## config.mk

```make
export PLATFORM = sky130hd
export DESIGN_NAME = serial_frame_rx
export DESIGN_NICKNAME = d
export VERILOG_FILES = /design/src/rtl/serial_frame_rx.sv
export SDC_FILE = /design/constraint.sdc
export NUM_CORES = 1
export LEC_CHECK = 0
export BUFFER_PORTS_ARGS = -buffer_cell sky130_fd_sc_hd__clkbuf_2
export CAP_MARGIN = 20
export CORE_AREA = 5 5 47 49
export CTS_BUF_LIST = sky130_fd_sc_hd__clkbuf_8
export DETAILED_ROUTE_END_ITERATION = 16
export DIE_AREA = 0 0 52 54
export PLACE_DENSITY = 0.68
export SYNTH_ARGS = -nofsm -noshare
export SYNTH_HDL_FRONTEND = slang
export SYNTH_SLANG_ARGS = --single-unit
```

## constraint.sdc

```tcl
create_clock -name i_clk -period 1.5 [get_ports i_clk]
set_clock_uncertainty 0.15 [all_clocks]
set_input_delay 0.3 -clock i_clk [delete_from_list [all_inputs] [get_ports i_clk]]
set_output_delay 0.3 -clock i_clk [all_outputs]
set_load 0.05 [all_outputs]
```

## src/rtl/serial_frame_rx.sv

```systemverilog
// ---------------------------------------------------------------------------
// serial_frame_rx
//
// Recovers framed words from a single-bit serial line that idles high.
// Frame: start bit (0), DATA_WIDTH data bits LSB-first, optional even-parity
// bit, stop bit (1). The line is sampled only in cycles where i_en=1.
// Each good frame is placed in a one-entry valid/ready output register.
//
// Parameters
//   DATA_WIDTH  data bits per frame (>= 2)
//   PARITY_EN   1 = even-parity bit follows the data, 0 = no parity bit
//
// Ports
//   i_clk            clock, all logic on posedge
//   i_reset_n_async  asynchronous active-low reset
//   i_en             bit strobe; i_x is sampled only when high
//   i_x              serial line
//   o_data           received word (valid while o_valid=1)
//   o_valid          output register holds a word
//   i_ready          consumer accepts; transfer on o_valid && i_ready
//   o_parity_err     parity mismatch on the held word
//   o_frame_err      one-cycle pulse: stop bit was 0, frame dropped
//   o_overrun        one-cycle pulse: good frame dropped, register full
//   o_busy           receiver is inside a frame
// ---------------------------------------------------------------------------
module serial_frame_rx #(
  parameter int DATA_WIDTH = 4,
  parameter bit PARITY_EN  = 1'b1
) (
  input  logic                  i_clk,
  input  logic                  i_reset_n_async,
  input  logic                  i_en,
  input  logic                  i_x,
  output logic [DATA_WIDTH-1:0] o_data,
  output logic                  o_valid,
  input  logic                  i_ready,
  output logic                  o_parity_err,
  output logic                  o_frame_err,
  output logic                  o_overrun,
  output logic                  o_busy
);

  localparam int CW = (DATA_WIDTH > 1) ? $clog2(DATA_WIDTH) : 1;
  localparam logic [CW-1:0] LAST_BIT = CW'(DATA_WIDTH - 1);

  typedef enum logic [1:0] {
    IDLE   = 2'd0,
    DATA   = 2'd1,
    PARITY = 2'd2,
    STOP   = 2'd3
  } state_t;

  state_t                state_q, state_d;
  logic [DATA_WIDTH-1:0] sr_q, sr_d;
  logic [CW-1:0]         cnt_q, cnt_d;
  logic                  frame_perr_q, frame_perr_d;
  logic [DATA_WIDTH-1:0] data_q, data_d;
  logic                  valid_q, valid_d;
  logic                  perr_q, perr_d;
  logic                  ferr_q, ferr_d;
  logic                  ovr_q, ovr_d;
  logic                  take;

  always_ff @(posedge i_clk or negedge i_reset_n_async) begin
    if (!i_reset_n_async) begin
      state_q      <= IDLE;
      sr_q         <= '0;
      cnt_q        <= '0;
      frame_perr_q <= 1'b0;
      data_q       <= '0;
      valid_q      <= 1'b0;
      perr_q       <= 1'b0;
      ferr_q       <= 1'b0;
      ovr_q        <= 1'b0;
    end else begin
      state_q      <= state_d;
      sr_q         <= sr_d;
      cnt_q        <= cnt_d;
      frame_perr_q <= frame_perr_d;
      data_q       <= data_d;
      valid_q      <= valid_d;
      perr_q       <= perr_d;
      ferr_q       <= ferr_d;
      ovr_q        <= ovr_d;
    end
  end

  always_comb begin
    state_d      = state_q;
    sr_d         = sr_q;
    cnt_d        = cnt_q;
    frame_perr_d = frame_perr_q;
    data_d       = data_q;
    valid_d      = valid_q;
    perr_d       = perr_q;
    ferr_d       = 1'b0;
    ovr_d        = 1'b0;

    take = valid_q && i_ready;
    if (take) begin
      valid_d = 1'b0;
    end

    if (i_en) begin
      case (state_q)
        IDLE: begin
          if (!i_x) begin
            state_d      = DATA;
            cnt_d        = '0;
            frame_perr_d = 1'b0;
          end
        end
        DATA: begin
          // Shift right so the first (LSB) data bit ends up in bit 0.
          sr_d  = {i_x, sr_q[DATA_WIDTH-1:1]};
          cnt_d = cnt_q + 1'b1;
          if (cnt_q == LAST_BIT) begin
            state_d = PARITY_EN ? PARITY : STOP;
          end
        end
        PARITY: begin
          // Even parity: XOR of data and parity bit must be zero.
          frame_perr_d = (^sr_q) ^ i_x;
          state_d      = STOP;
        end
        STOP: begin
          state_d = IDLE;
          if (i_x) begin
            // A word draining this very cycle frees the slot for the new one.
            if (!valid_q || take) begin
              data_d  = sr_q;
              perr_d  = frame_perr_q;
              valid_d = 1'b1;
            end else begin
              ovr_d = 1'b1;
            end
          end else begin
            ferr_d = 1'b1;
          end
        end
        default: state_d = IDLE;
      endcase
    end
  end

  assign o_data       = data_q;
  assign o_valid      = valid_q;
  assign o_parity_err = perr_q;
  assign o_frame_err  = ferr_q;
  assign o_overrun    = ovr_q;
  // Decoded purely from the state register, so still free of input paths.
  assign o_busy       = (state_q != IDLE);

endmodule

```

# --- After elaboration in Yosys (flattened, before gate mapping) ---
# Cells that the tools add are included.
# W data, S select, Z words.
classes:
  n_addsub: 1
  n_eq_ne: 6
  muxes: 19
  n_bitwise: 1
  n_reduce_logical: 13
ops:
  columns: ["op", "count"]
  rows:
  - ["$mux W1", 13]
  - ["$reduce_and A3 Y1", 3]
  - ["$pmux W2 S4", 1]
  - ["$eq A2 B2 Y1 const B", 3]
  - ["$mux W2", 3]
  - ["$reduce_bool A2 Y1", 3]
  - ["$ne A2 B2 Y1 const B", 2]
  - ["$pmux W2 S2", 1]
  - ["$reduce_and A4 Y1", 1]
  - ["$reduce_xor A4 Y1", 1]
  - ["$add A2 B1 Y2 const B", 1]
  - ["$eq A2 B1 Y1 const B", 1]
  - ["$logic_not A2 Y1", 1]
  - ["$pmux W1 S2", 1]
  - ["$reduce_and A2 Y1", 1]
  - ["$logic_and A1 B1 Y1", 1]
  - ["$logic_not A1 Y1", 1]
  - ["$logic_or A1 B1 Y1", 1]
  - ["$xor A1 B1 Y1", 1]
totals:
  ff_bits: 17
  in_bits: 5
  output_inout_bits: 9
  word_cells: 49

# --- Logic depth before layout (Yosys ltp) ---
depth:
  word_depth: 6
  depth_mapped: 6
  depth_no_buf: 6

# --- Worst setup path after synthesis ---
# OpenSTA, ideal clock, no wires.
synth_timing:
  kind: "register -> register"
  startpoint: "register state_q[0]"
  endpoint: "register cnt_q[0]"
  setup_time_ns: 0.125
  arrival_time_ns: 1.292
  required_ns: 1.225
  setup_slack_ns: -0.067
  stages_incl_launch_ff: 7
  n_path_buf: 0
  synth_period_minus_slack_ns: 1.567
  path_cell_list: "dfrtp_1 inv_1 ha_1 nand2_1 nand2_1 nor2_1 mux2_2"
synth_via:
  elab_chain_len: 3
  word_cells_on_any_way: 6
  classes_between: "eq/ne: 2; mux: 1; reduce/logical: 3"
synth_rtl:
  columns: ["item", "line", "source"]
  rows:
  - ["start, declared", "53", "state_t state_q, state_d;"]
  - ["start signal, assigned", "76", "state_q <= state_d;"]
  - ["$eq A2 B1 Y1 / $logic_not A2 Y1 (equally long branches)", "105", "case (state_q)"]
  - ["$reduce_bool A2 Y1 (no source line) / $ne A2 B2 Y1 (equally long branches)", null, null]
  - ["$reduce_and A3 Y1 (no source line)", null, null]
  - ["end signal, assigned", "78", "cnt_q <= cnt_d;"]
  - ["end, declared", "55", "logic [CW-1:0] cnt_q, cnt_d;"]
# Parallel ways exist; a longest one is shown, timed or not.
# A chain may end at the register's enable or synchronous reset.

# --- Worst setup path in the final report ---
layout_timing:
  startpoint: "register state_q[1]"
  endpoint: "output o_busy"
layout_via:
  elab_chain_len: 1
layout_rtl:
  columns: ["item", "line", "source"]
  rows:
  - ["$reduce_bool A2 Y1", "152", "assign o_busy = (state_q != IDLE);"]
  - ["end, declared", "40", "output logic o_busy"]
# No other way between the ends.

==> results.cfg <==
[run_status]
run_status = finished with violations
violations = setup timing

[critical_path]
critPathLaunchType = flop
setup.worst_path.end_class = output pin
worstSetupPathType = flop to output pin
path_max_fanout = 4
crit_required_ns = 1.05
arrival_ns = 1.10

[timing]
setup_viol = 7
relSlewSlack_pct = 72.7
drv_slew = 0
fmax_mhz = 646
fin_ws_ns = -0.0491
hold_violations = 0
min_period_ns = 1.55
min_period_over_period_pct = 103
worst_pin_slew_ns = 0.409
rsz0062_at_grt = true
tns_ns = -0.231

[detailed_routing]
post_drt_via_cell_ratio = 4.79
drtIter0Drc = 2
vias = 575
drt-total-wl_microns = 1540
firstDrtPassIters = 2
wl_per_cell_microns = 12.8
remaining_drc_errors = 0
antenna_left = 0

[global_routing]
grt_max_degree = 18
grt_pass1_vias = 608
antenna_found_initial = 0
grt_use_total_pct = 12.7
overflow = 0
grt_pass1_wl_microns = 2600

[yosys]
synth_most_common_cell = dfrtp_1
synth_area_sq_um = 822
synth-edff-count = 0
syn-num-nets = 79
synth_cells = 67
ys_seq_elements = 17
syn_avg_cell_area_sq_um = 12.3
ys_dominant_reg_cell = dfrtp_1
synthDominantCellAreaShare_pct = 51.8
yosys-top-cells-area = dfrtp_1 52%, mux2_2 15%, ha_1 11%
synthDistinctLibCells = 19
synth_top_cell_by_area = dfrtp_1
synth_commonest_cells = 17 x dfrtp_1, 11 x mux2_2, 7 x ha_1, 6 x nand2_1, 5 x inv_1
ys_seq_area_share_pct = 51.8
synth_warnings = 0
async_reset_ff_share_pct = 100

[power_and_ir_drop]
powerDensity_nw_per_um2 = 2300
power_frac_seq_pct = 32.1
swShare_pct = 42.7
switchingPower_uw = 1090
cellInternalPower_uw = 1470
power_frac_clock_pct = 13.0
ir_worst_vdd_v = 0.00120
combPwrFrac_pct = 54.9
leakagePower_uw = 0.000528

[cells_and_area]
syn2layout_area_growth_pct = 35.5
drive_above_1_share_pct = 58.1
layout.nets = 106
antenna_cells = 0

[die]
coreArea_sq_um = 1820
dieHeight_microns = 54
initial_core_util_pct = 45.1
num_rows = 16
die_w_microns = 52
num_io_pins = 14
die-area_sq_um = 2810

[clock_network]
clkLatencyLatePin_ns = 0.24
clkTransAtPathRegs_ns = 0.07
clk_path_buf_depth = 2
cts.sinks = 17
htreeDepth = 1
ctsRootBufferMaster = clkbuf_8
cts_made_buffers = 3
cts_tree = yes

[placement]
dp_slack_ns = -0.0798
place_congestion = 0.714
port-buffer-count = 13
dp_hpwl_microns = 1160

[hold_path]
hp-class = primary input to flop

[run]
cap_violations = 0
## path summary, 6_finish.rpt
check                                          from                       end  slack (ns)  cells past startpoint
max                          state_q[1]$_DFFE_PN0P_                    o_busy       -0.05                      4
min                                         i_ready       o_overrun$_DFF_PN0_        0.21                      3
max reg2reg                  state_q[0]$_DFFE_PN0P_      cnt_q[0]$_DFFE_PN0P_       -0.04                      6
min reg2reg                o_parity_err$_DFFE_PN0P_  o_parity_err$_DFFE_PN0P_        0.36                      1
max in group asynchronous           i_reset_n_async         o_valid$_DFF_PN0_        0.52                      2
min in group asynchronous           i_reset_n_async     o_frame_err$_DFF_PN0_        0.36                      2
## state kept, by name (all words and copies together), names as in the netlist
| signal | count |
|---|---|
| o_frame_err | 1 |
| o_overrun | 1 |
| o_parity_err | 1 |
| cnt_q | 2 |
| frame_perr_q | 1 |
| sr_q | 4 |
| o_data | 4 |
| state_q | 2 |
| o_valid | 1 |
## metal layers
metal,vias up,GRT usage [%],part of all wire [%]
li1,277,-,-
met1,285,15.3,46
met2,11,22.2,49
met3,2,3.32,4.5
met4,0,3.93,0.72
met5,-,0,0
## placed cells by master (no fill, tap or decap), types with 3 or more instances in the layout
cell | synthesis | layout
mux2_2 | 11 | 10
clkbuf_2 | 0 | 12
buf_4 | 0 | 8
nand2_1 | 6 | 5
clkbuf_8 | 0 | 3
ha_2 | 0 | 4
inv_2 | 0 | 3
dfrtp_1 | 17 | 16
## power by group through the flow
| stage | clock network [uW] | logic [uW] | registers, uW |
|---|---|---|---|
| finish | 333 | 1400 | 822 |
| global route | 371 | 1530 | 850 |
| CTS | 345 | 1310 | 821 |
| detailed placement | 0 | 1210 | 823 |
| global placement | 0 | 1180 | 812 |
| floorplan | 0 | 624 | 1060 |
## kinds of logic after synthesis
group           count (synthesis)  synth area share (%)
xor+xnor                        3                  3.20
mux                            12                  16.3
simple gates                   20                  13.1
compound gates                  3                  2.74
buf+inv                         5                  2.28
flops                          17                  51.8
fa+ha+maj                       7                  10.7
## cell type report
cell class,instances,area [sq um]
Clock buffer,3,41.3
Clock inverter,1,5.00
Fill cell,148,708
Inverter,5,18.8
Multi-Input combinational cell,45,443
Sequential cell,17,427
Tap cell,27,33.8
Timing Repair Buffer,22,145
## per-stage QoR
| step | instances | power (uW) | utilization, % | hold slack [ns] | area [sq um] |
|---|---|---|---|---|---|
| 2_1_floorplan | 67 | 1690 | - | -0.146 | 826 |
| 6_report | 120 | 2560 | 61.1 | 0.209 | 1110 |
| 3_5_place_dp | 114 | 2040 | 53.6 | 0.0991 | 977 |
| 5_1_grt | 120 | 2760 | 61.1 | 0.218 | 1110 |
| 4_1_cts | 119 | 2480 | 59.0 | 0.213 | 1070 |
| 3_3_place_gp | 114 | 1990 | 53.6 | 0.0975 | 977 |
## timing repair
action,in CTS,in global routing
setup endpoints to repair,14,15
hold buffers,1,0
gates cloned,0,0
buffers inserted,0,1
pin swaps,2,2
resized for setup,13,8
endpoints found under the hold margin,17,0
## worst max-delay path: stages, from the launching register on
cell,delay (ns)
dfrtp_1,0.41
inv_2,0.12
ha_4,0.15
inv_2,0.04
buf_8,0.14
Note: power is estimated with default switching activity, not from simulation.
